$ cat config.mk
export PLATFORM = sky130hd
export DESIGN_NAME = dmem_ctrl_flat
export DESIGN_NICKNAME = d
export VERILOG_FILES = /design/src/rtl/mips_mem_pkg.sv /design/src/rtl/dmem_ctrl_if.sv /design/src/rtl/sat_counter.sv /design/src/rtl/dmem_ctrl.sv /design/src/flat_wrapper.sv
export SDC_FILE = /design/constraint.sdc
export NUM_CORES = 1
export LEC_CHECK = 0
export CAP_MARGIN = 5
export CORE_MARGIN = 2
export CORE_UTILIZATION = 42
export CTS_CLUSTER_DIAMETER = 50
export DETAILED_ROUTE_END_ITERATION = 7
export GPL_ROUTABILITY_DRIVEN = 0
export PLACE_DENSITY_LB_ADDON = 0.2
export SLEW_MARGIN = 5
export SYNTH_ARGS = -nofsm -noshare
export SYNTH_HDL_FRONTEND = slang
export SYNTH_SLANG_ARGS = --single-unit
$ cat constraint.sdc
create_clock -name CLK -period 2.5 [get_ports CLK]
set_input_delay 0.5 -clock CLK [delete_from_list [all_inputs] [get_ports CLK]]
set_output_delay 0.5 -clock CLK [all_outputs]
set_load 0.02 [all_outputs]
$ cat src/rtl/mips_mem_pkg.sv
// Shared definitions for the data-memory access controller: FSM encoding,
// the bus-error read pattern and the default backing-memory address width.
package mips_mem_pkg;

  typedef enum logic [1:0] {
    IDLE = 2'd0,
    REQ  = 2'd1,
    DONE = 2'd2
  } mem_state_e;

  localparam logic [31:0] DEADBEEF       = 32'hDEAD_BEEF;
  localparam int          DEFAULT_ADDR_W = 10;

endpackage

$ cat src/rtl/dmem_ctrl_if.sv
// Request/acknowledge bus between the access controller (master) and the
// multi-cycle backing data memory (slave).
interface dmem_ctrl_if #(
  parameter int ADDR_W = mips_mem_pkg::DEFAULT_ADDR_W
);
  logic              mem_req;
  logic              mem_we;
  logic [ADDR_W-1:0] mem_addr;
  logic [31:0]       mem_wdata;
  logic [31:0]       mem_rdata;
  logic              mem_ack;

  modport master (
    output mem_req, mem_we, mem_addr, mem_wdata,
    input  mem_rdata, mem_ack
  );

  modport slave (
    input  mem_req, mem_we, mem_addr, mem_wdata,
    output mem_rdata, mem_ack
  );
endinterface

$ cat src/rtl/sat_counter.sv
// 32-bit incrementer that sticks at all-ones; clr has priority over inc.
module sat_counter (
  input  logic        clk,
  input  logic        rst_n,
  input  logic        clr,
  input  logic        inc,
  output logic [31:0] count
);

  logic [31:0] count_reg;

  always_ff @(posedge clk or negedge rst_n) begin
    if (!rst_n) begin
      count_reg <= '0;
    end else if (clr) begin
      count_reg <= '0;
    end else if (inc && (count_reg != 32'hFFFF_FFFF)) begin
      count_reg <= count_reg + 32'd1;
    end
  end

  assign count = count_reg;

endmodule

$ cat src/rtl/dmem_ctrl.sv
// Turns each core load/store into one req/ack transaction and stalls the core
// until it completes. Build with DMEM_TIMEOUT_EN for the REQ watchdog and Bus_err.
module dmem_ctrl
  import mips_mem_pkg::*;
#(
  parameter int ADDR_W  = DEFAULT_ADDR_W
`ifdef DMEM_TIMEOUT_EN
  ,
  parameter int TIMEOUT = 64
`endif
) (
  input  logic        CLK,
  input  logic        RESET,
  input  logic [31:0] Address,
  input  logic [31:0] Write_data,
  input  logic        MemRead,
  input  logic        MemWrite,
  output logic [31:0] Read_data,
  output logic        Stall,
  output logic        Align_err,
  dmem_ctrl_if.master mem,
  output logic [31:0] Stall_cycles
`ifdef DMEM_TIMEOUT_EN
  ,
  output logic        Bus_err
`endif
);

  mem_state_e        state_reg, state_next;
  logic              access, aligned;
  logic              start, complete, timed_out;
  logic [31:0]       read_data_reg;
  logic              align_err_reg;
  logic              we_reg;
  logic [ADDR_W-1:0] addr_reg;
  logic [31:0]       wdata_reg;

  // Address bits above the backing-memory word range are deliberately dropped.
  logic unused_addr_bits;
  assign unused_addr_bits = ^Address[31:ADDR_W+2];

  assign access  = MemRead | MemWrite;
  assign aligned = (Address[1:0] == 2'b00);

`ifdef DMEM_TIMEOUT_EN
  logic [31:0] to_count;
  logic        bus_err_reg;

  sat_counter u_timeout_cnt (
    .clk   (CLK),
    .rst_n (RESET),
    .clr   (state_reg != REQ),
    .inc   (state_reg == REQ),
    .count (to_count)
  );
`endif

  always_ff @(posedge CLK or negedge RESET) begin
    if (!RESET) begin
      state_reg <= IDLE;
    end else begin
      state_reg <= state_next;
    end
  end

  always_comb begin
    state_next = state_reg;
    Stall      = 1'b0;
    start      = 1'b0;
    complete   = 1'b0;
    timed_out  = 1'b0;
    case (state_reg)
      IDLE: begin
        if (access && aligned) begin
          Stall      = 1'b1;
          start      = 1'b1;
          state_next = REQ;
        end
      end
      REQ: begin
        Stall = 1'b1;
        if (mem.mem_ack) begin
          complete   = 1'b1;
          state_next = DONE;
        end
`ifdef DMEM_TIMEOUT_EN
        else if (to_count == 32'(TIMEOUT - 1)) begin
          complete   = 1'b1;
          timed_out  = 1'b1;
          state_next = DONE;
        end
`endif
      end
      DONE:    state_next = IDLE;
      default: state_next = IDLE;
    endcase
  end

  always_ff @(posedge CLK or negedge RESET) begin
    if (!RESET) begin
      read_data_reg <= '0;
      align_err_reg <= 1'b0;
      we_reg        <= 1'b0;
      addr_reg      <= '0;
      wdata_reg     <= '0;
    end else begin
      align_err_reg <= (state_reg == IDLE) && access && !aligned;
      if (start) begin
        addr_reg  <= Address[ADDR_W+1:2];
        wdata_reg <= Write_data;
        we_reg    <= MemWrite;
      end
      if (complete && !we_reg) begin
        read_data_reg <= timed_out ? DEADBEEF : mem.mem_rdata;
      end
    end
  end

`ifdef DMEM_TIMEOUT_EN
  always_ff @(posedge CLK or negedge RESET) begin
    if (!RESET) begin
      bus_err_reg <= 1'b0;
    end else if (timed_out) begin
      bus_err_reg <= 1'b1;
    end
  end

  assign Bus_err = bus_err_reg;
`endif

  sat_counter u_stall_cnt (
    .clk   (CLK),
    .rst_n (RESET),
    .clr   (1'b0),
    .inc   (Stall),
    .count (Stall_cycles)
  );

  // mem_req follows the state so an async reset drops it without waiting for a clock.
  assign mem.mem_req   = (state_reg == REQ);
  assign mem.mem_we    = we_reg;
  assign mem.mem_addr  = addr_reg;
  assign mem.mem_wdata = wdata_reg;
  assign Read_data     = read_data_reg;
  assign Align_err     = align_err_reg;

endmodule

$ cat src/flat_wrapper.sv
// flat-port wrapper written by rule: the top's interface ports become plain ports
module dmem_ctrl_flat import mips_mem_pkg::*;
#(
  parameter int ADDR_W  = DEFAULT_ADDR_W

)
  (CLK, RESET, Address, Write_data, MemRead, MemWrite, Read_data, Stall, Align_err, Stall_cycles, mem_mem_req, mem_mem_we, mem_mem_addr, mem_mem_wdata, mem_mem_rdata, mem_mem_ack);
  dmem_ctrl_if #(.ADDR_W(ADDR_W)) mem_i ();
  input  logic CLK;
  input  logic RESET;
  input  logic [31:0] Address;
  input  logic [31:0] Write_data;
  input  logic MemRead;
  input  logic MemWrite;
  output logic [31:0] Read_data;
  output logic Stall;
  output logic Align_err;
  output logic [31:0] Stall_cycles;
  output wire logic [$bits(mem_i.mem_req)-1:0] mem_mem_req;
  output wire logic [$bits(mem_i.mem_we)-1:0] mem_mem_we;
  output wire logic [$bits(mem_i.mem_addr)-1:0] mem_mem_addr;
  output wire logic [$bits(mem_i.mem_wdata)-1:0] mem_mem_wdata;
  input wire logic [$bits(mem_i.mem_rdata)-1:0] mem_mem_rdata;
  input wire logic [$bits(mem_i.mem_ack)-1:0] mem_mem_ack;
  assign mem_mem_req = mem_i.mem_req;
  assign mem_mem_we = mem_i.mem_we;
  assign mem_mem_addr = mem_i.mem_addr;
  assign mem_mem_wdata = mem_i.mem_wdata;
  assign mem_i.mem_rdata = mem_mem_rdata;
  assign mem_i.mem_ack = mem_mem_ack;
  dmem_ctrl #(.ADDR_W(ADDR_W)) u_core (.CLK(CLK), .RESET(RESET), .Address(Address), .Write_data(Write_data), .MemRead(MemRead), .MemWrite(MemWrite), .Read_data(Read_data), .Stall(Stall), .Align_err(Align_err), .mem(mem_i), .Stall_cycles(Stall_cycles));
endmodule
==> results of run 1 <==
## cells by family after synthesis
logic type,count (synthesis),synth area share [%]
buffers and inverters,14,1.444
adder cells (fa/ha/maj),1,0.2724
AND/OR/NAND/NOR,95,12.64
flip-flops,110,59.95
XOR/XNOR,27,5.150
AO/OA/AOI/OAI,12,1.907
multiplexers,76,18.64
## final timing paths
kind	cells past startpoint	endpoint	slack [ns]
max	6	Stall	0.1
min	1	u_core.Read_data[5]$_DFFE_PN0P_	0.08
max reg2reg	6	u_core.u_stall_cnt.count[10]$_DFFE_PN0P_	0.35
min reg2reg	1	u_core.Read_data[7]$_DFFE_PN0P_	0.49
max in group asynchronous	2	u_core.u_stall_cnt.count[31]$_DFFE_PN0P_	1.78
min in group CLK	1	u_core.Read_data[7]$_DFFE_PN0P_	0.49
## where the power goes
group	leakage (nW)	total [mW]	internal, mW	switching [mW]
sequential	1.35	2.58	2.27	0.303
combinational	1.45	2.51	1.36	1.15
clock	0.102	1.08	0.488	0.593
## routing by layer
metal / wire (um) / share of wire, % / vias up
li1: - / - / 1589
met1: 4441 / 40 / 1687
met2: 5543 / 50 / 141
met3: 885 / 7.9 / 16
met4: 274 / 2.5 / 0
met5: 0 / 0 / -
## layout make-up
type / instances / area [sq um] / share of cell area, %
clock buffers: 10 / 137.6 / 1.970
inverters: 4 / 15.01 / 0.2149
flip-flops and latches: 110 / 2753 / 39.39
well taps: 140 / 175.2 / 2.507
clock inverters: 6 / 61.31 / 0.8774
multi-input cells: 211 / 1794 / 25.68
repair buffers: 202 / 2052 / 29.36
## per-stage QoR
step                      util, %  area (sq um)  std cells
after floorplan                 -          4592        335
after global placement      63.05          6775        667
after detailed placement    63.05          6775        667
after CTS                   64.93          6977        683
after global routing        65.03          6988        683
final                       65.03          6988        683
## Yosys cell counts (all sizes together) (2+ instances only)
cell	count
buf	6
dfrtp	110
nand3	13
nor2b	3
nor2	9
nor4	2
and4	4
nor3	20
xor2	12
xnor2	15
o21a	2
mux2	76
a21oi	5
inv	4
or2	3
and3	4
nand2	16
and2	2
clkbuf	4
nand4	13
## what timing repair did
action,in CTS,in global routing
setup endpoints to repair,1,1
gates resized for setup,2,3
pin swaps,0,0
## worst reg2reg max path: cells and delay by family, from the launching register on
family	cells	cell delay (ns)
xor+xnor	1	0.16
simple gates	4	1.24
fa+ha+maj	1	0.21
flops	1	0.42
==> key figures, run 1 <==
Outcome
  – Status: complete, no violations

Synth
  – Register bit total from synthesis: 110
  – Yosys top cell area share: about three fifths
  – Synth warn: 0
  – Post-synth ARST share: 100.0%
  – Count of cell types in the netlist: 39
  – Syn avg cell area: 13.71 sq um
  – EDFF count, synth: 0
  – Top FF cell, synth: dfrtp_1
  – Post-synthesis instance total: 335
  – Mapped cell area: 4592 sq um
  – Synth area leader: dfrtp_1
  – Register area share after synthesis: 59.95%
  – Post-Syn Nets: 437
  – Synth area leaders: dfrtp_1 60%, mux2_2 18%, xnor2_1 2.9%, xor2_1 2.3%, nand4_1 1.6%

Power and ir drop
  – Leakage power: 2.901 nW
  – Pwr Density: 883.1 nW/um^2
  – Power Total: 6.171 mW
  – Maximum vdd drop: 0.4849 mV

Timing
  – Tcrit/Tclk final: 96.17%
  – Count of final setup violators: 0
  – Worst-margin pin slew: roughly 0.85 ns
  – Fin Clk Skew: 0.008425 ns
  – Slew margin rel.: 43.18%
  – Fmax: 415.9 MHz
  – Final Hold Vio Count: 0
  – Fin crit period: about 2.4 ns
  – Post-Route Setup TNS: 0 ns
  – Final Max Slew Viols: 0
  – Hold slack: 0.08137 ns
  – RSZ-0062 raised after global routing: no
  – Final setup margin: 0.09571 ns

Global routing
  – Met3 usage: 5.425%
  – First-pass GRT wire length: 17.60 mm
  – Met1 Use GR: a little under a quarter
  – Vias in the first global route: between 3,000 and 4,000
  – Grt met2 use: approximately a third
  – Initial antenna violation count: 0
  – Largest net degree at the start of global routing: 43
  – Grt ovf: 0
  – Gr usage total: 19.49%
  – GRT Max-Usage Layer: met2

Clocking
  – CTS root buf: clkbuf_8
  – Clk buf depth: 2
  – Setup bufs post-CTS: 0
  – Hold buffers post-CTS: 0
  – Clk_lat worst skew: 0.37 ns
  – TritonCTS clock tree: yes
  – Cts bufs inserted: 9
  – CTS clk-pin slew, worst paths: 0.10 ns
  – Clock sinks: 110
  – H-tree levels: 3

Layout
  – Fill cells: 864
  – Area Growth Syn to Fin: 52.18%
  – Most frequent cells in the layout: 188 x clkdlybuf4s50_1, 110 x dfrtp_1, 75 x mux2_2, 16 x nand2_1, 15 x xnor2_1
  – Commonest non-fill, non-tap cell in the layout: clkdlybuf4s50_1
  – Share of cells above drive strength 1: 22.84%
  – Diodes inserted: 0
  – Nets: 640

Worst hold path
  – Hold Crit Class: primary input to asynchronous set/reset pin

Worst setup path
  – RR Startpoint: u_core.u_stall_cnt.count[1]$_DFFE_PN0P_
  – Worst EP required: 2.00 ns
  – Critical path data arrival time: 1.90 ns
  – CP Cell Sequence: clkdlybuf4s50_1 -> or2_2 -> a21oi_4 -> or2_2 -> inv_1 -> clkdlybuf4s15_1
  – Buf/Inv on CP: 3
  – Crit Path Category: primary input to primary output
  – Critical Path Source Type: primary input
  – Crit path from: MemWrite
  – CP peak stage delay: 0.41 ns
  – CP max-delay cell: clkdlybuf4s50_1
  – Delay-heaviest family, CP: buffers and inverters
  – CP endpoint kind: primary output
  – Crit-path most repeated cell: or2_2
  – CP max FO: 2

Route
  – Drt first-iter violations: roughly 120
  – DR pass1 iterations: 4
  – WL/cell: 16.32 um
  – Vias: between 3,000 and 4,000
  – Avg Vias per Cell: around 5
  – Routed wire length: 11.15 mm
  – Antenna-violating nets left: 0
  – Residual DRC: 0

Floorplanning
  – Initial Utilization: 42.73%
  – Core Box Area: 10,750 sq um
  – Height of the die: 108.6 um
  – Die area: around 12,000 sq um
  – # IOs: 211
  – Rows: 38
  – Die Wd: roughly 110 um

Placement
  – # port buffers: 190
  – Pre-CTS setup slack: -0.3035 ns
  – Final HPWL DP: 8.444 mm

Flow run
  – Maxcap violations: 0
Note: power is estimated with default switching activity, not from simulation.
==> inputs of run 2 (changes only) <==
--- a/config.mk
+++ b/config.mk
@@ -5,14 +5,15 @@
 export SDC_FILE = /design/constraint.sdc
 export NUM_CORES = 1
 export LEC_CHECK = 0
+export ABC_AREA = 1
 export CAP_MARGIN = 5
 export CORE_MARGIN = 2
-export CORE_UTILIZATION = 42
+export CORE_UTILIZATION = 43
 export CTS_CLUSTER_DIAMETER = 50
 export DETAILED_ROUTE_END_ITERATION = 7
 export GPL_ROUTABILITY_DRIVEN = 0
 export PLACE_DENSITY_LB_ADDON = 0.2
-export SLEW_MARGIN = 5
+export SLEW_MARGIN = 20
 export SYNTH_ARGS = -nofsm -noshare
 export SYNTH_HDL_FRONTEND = slang
 export SYNTH_SLANG_ARGS = --single-unit
==> run 2 against run 1 <==
Setup slack improved by 0.0030 ns. Critical endpoint unchanged. Clock power rose by 31%. Sequential cell count did not move. Largest power group is now combinational logic.
==> key figures, run 2 <==
Timing
  – Slew margin rel.: 60.40%
  – Tcrit/Tclk final: 96.05%
  – Count of final setup violators: 0
  – Post-Route Setup TNS: 0 ns
  – Fmax: 416.4 MHz
  – Worst-margin pin slew: just under 0.6 ns
  – Fin Clk Skew: 0.004423 ns
  – Final Hold Vio Count: 0
  – Fin crit period: around 2.4 ns
  – Final Max Slew Viols: 0
  – RSZ-0062 raised after global routing: no
  – Final setup margin: about 0.099 ns

Synth
  – Mapped cell area: 5139 sq um
  – Register bit total from synthesis: 110
  – EDFF count, synth: 0
  – Synth area leader: dfrtp_1
  – Post-Syn Nets: 693
  – Synth area leaders: dfrtp_1 54%, nand2_1 19%, mux2_2 9.2%, nand3_1 4.5%, nor2_1 3.8%
  – Register area share after synthesis: ~54%
  – Most frequent cell after synthesis: nand2_1
  – Yosys top cell area share: between 50% and 60%
  – Count of cell types in the netlist: 28
  – Top post-synthesis cells by count: 256 x nand2_1, 110 x dfrtp_1, 52 x nor2_1
  – Post-synth ARST share: 100.0%
  – Top FF cell, synth: dfrtp_1
  – Syn avg cell area: 8.695 sq um
  – Post-synthesis instance total: 591
  – Synth warn: 0

Global routing
  – Grt ovf: 0
  – Gr usage total: 23.00%
  – Largest net degree at the start of global routing: 46
  – Initial antenna violation count: 0
  – Vias in the first global route: 4,773
  – First-pass GRT wire length: 23.38 mm

Power and ir drop
  – Int Power: 4.316 mW
  – Leakage power: 3.392 nW
  – Power Total: 6.602 mW
  – Clk pwr share: 21.3%
  – Power share of the sequential group: just under 40%
  – Sw power: 2.286 mW
  – Comb pwr share: 39.5%
  – Pwr Density: ~880 nW/um^2
  – Switching Fraction: 34.63%
  – Maximum vdd drop: 0.6566 mV

Flow run
  – Maxcap violations: 0

Worst setup path
  – Critical path data arrival time: between 1.5 and 2 ns
  – Buf/Inv on CP: 2
  – CP max FO: 2
  – Worst EP required: 2.00 ns
  – Crit Path Category: primary input to primary output
  – Delay-heaviest family, CP: buffers and inverters
  – CP max-delay cell: clkdlybuf4s50_1
  – Crit-path most repeated cell: clkdlybuf4s50_1
  – Critical Path Source Type: primary input
  – CP peak stage delay: 0.62 ns
  – CP Cell Sequence: clkdlybuf4s50_1 -> nor2_1 -> nand3_2 -> nand2_2 -> clkdlybuf4s50_1
  – CP endpoint kind: primary output

Clocking
  – CTS clk-pin slew, worst paths: 0.07 ns
  – CTS root buf: clkbuf_16
  – Hold buffers post-CTS: 0
  – TritonCTS clock tree: yes
  – Setup bufs post-CTS: 0
  – H-tree levels: 3
  – Clock sinks: 110
  – Cts bufs inserted: 9
  – Clk buf depth: 2
  – # resized after CTS: 0
  – Clk_lat worst skew: 0.35 ns

Layout
  – Most frequent cells in the layout: 256 x nand2_1, 189 x clkdlybuf4s50_1, 110 x dfrtp_1, 52 x nor2_1, 46 x nand3_1
  – Commonest non-fill, non-tap cell in the layout: nand2_1
  – Post-route insts no fill: just over 900
  – Nets: 885
  – Share of cells above drive strength 1: 10.03%
  – Diodes inserted: 0
  – Area Growth Syn to Fin: 45.53%

Route
  – DR pass1 iterations: 5
  – Drt first-iter violations: roughly 260
  – WL/cell: 15.21 um
  – Routed wire length: 14.16 mm
  – Residual DRC: 0
  – Avg Vias per Cell: approximately 4.9
  – Antenna-violating nets left: 0
  – Vias: between 4,000 and 5,000

Floorplanning
  – Die Wd: 113.3 um
  – Rows: 39
  – # IOs: between 200 and 250
  – Initial Utilization: 44.62%
  – Core Box Area: 11,520 sq um
  – Height of the die: 113.3 um
  – Die area: 12,840 sq um

Outcome
  – Status: complete, no violations

Placement
  – # port buffers: between 150 and 200
  – Pre-CTS setup slack: 0.09384 ns
  – Final HPWL DP: around 11 mm
  – DP Cell Count: between 900 and 1,000

Worst hold path
  – Hold Crit Class: primary input to asynchronous set/reset pin
==> run 2: changes by cell type after synthesis, moves of 6 or more <==
cell,change
nor3_1,-14
mux2_2,-33
xnor2_1,-12
nand4_1,-12
inv_1,+22
nor2_1,+43
nor3_2,-6
nand3_1,+34
nand2_1,+240
==> run 2: logic make-up (layout without fill, tap and decap cells) <==
logic type	Yosys count	in the layout	share of synthesized area [%]
XOR/XNOR	13	13	2.216
buffers and inverters	47	244	4.163
AND/OR/NAND/NOR	371	371	29.92
adder cells (fa/ha/maj)	1	1	0.2434
flip-flops	110	110	53.57
AO/OA/AOI/OAI	7	7	0.6817
multiplexers	42	42	9.204
==> run 2: worst paths after layout <==
| path | from | to | slack, ns | cells after the start |
|---|---|---|---|---|
| min reg2reg | u_core.Read_data[27]$_DFFE_PN0P_ | u_core.Read_data[27]$_DFFE_PN0P_ | 0.47 | 2 |
| max reg2reg | u_core.u_stall_cnt.count[0]$_DFFE_PN0P_ | u_core.u_stall_cnt.count[20]$_DFFE_PN0P_ | 0.49 | 10 |
| min | RESET | u_core.Read_data[10]$_DFFE_PN0P_ | 0.15 | 1 |
| min in group CLK | u_core.Read_data[27]$_DFFE_PN0P_ | u_core.Read_data[27]$_DFFE_PN0P_ | 0.47 | 2 |
| max in group asynchronous | RESET | u_core.mem.mem_addr[9]$_DFFE_PN0P_ | 1.70 | 2 |
| max | Address[1] | Stall | 0.1 | 5 |
==> run 2: power by group through the flow <==
stage / logic, mW / registers, mW / clock network, mW
after detailed placement: 2.63 / 2.61 / 0
after floorplan: 0.622 / 3.20 / 0
after global placement: 2.60 / 2.57 / 0
final: 2.61 / 2.59 / 1.41
after CTS: 2.64 / 2.59 / 1.44
after global routing: 2.77 / 2.65 / 1.51
==> run 2: worst reg2reg max path, stage by stage (launching register included) <==
cell and delay, ns:
dfrtp_1 0.43, ha_1 0.30, inv_2 0.07, nor2_4 0.21
nand2_4 0.10, nor2_4 0.14, nand2_4 0.09, nand2_8 0.21
inv_4 0.17, nand2_1 0.13, nand2_1 0.06
==> run 2: cell type report <==
type                            count  area (sq um)
Timing Repair Buffer              199          1979
Tap cell                          143         178.9
Multi-Input combinational cell    434          2172
Clock inverter                      4         47.55
Clock buffer                       12         236.5
Sequential cell                   110          2753
Fill cell                         953          4038
Inverter                           29         111.4
==> run 2: per-layer routing <==
| metal | GRT usage, % | share of wire [%] | vias up |
|---|---|---|---|
| met1 | 26.42 | 39 | 2173 |
| li1 | - | - | 2229 |
| met3 | 8.677 | 9.3 | 22 |
| met2 | 38.52 | 49 | 175 |
| met5 | 0 | 0 | - |
| met4 | 9.919 | 2.0 | 0 |
==> run 2: per-stage QoR <==
step	hold WS, ns	area (sq um)	util (%)
global route	0.1706	7478	64.94
CTS	0.1559	7478	64.94
global placement	0.4552	7194	62.47
detailed placement	0.4574	7194	62.47
floorplan	0.2044	5139	-
finish	0.1459	7478	64.94
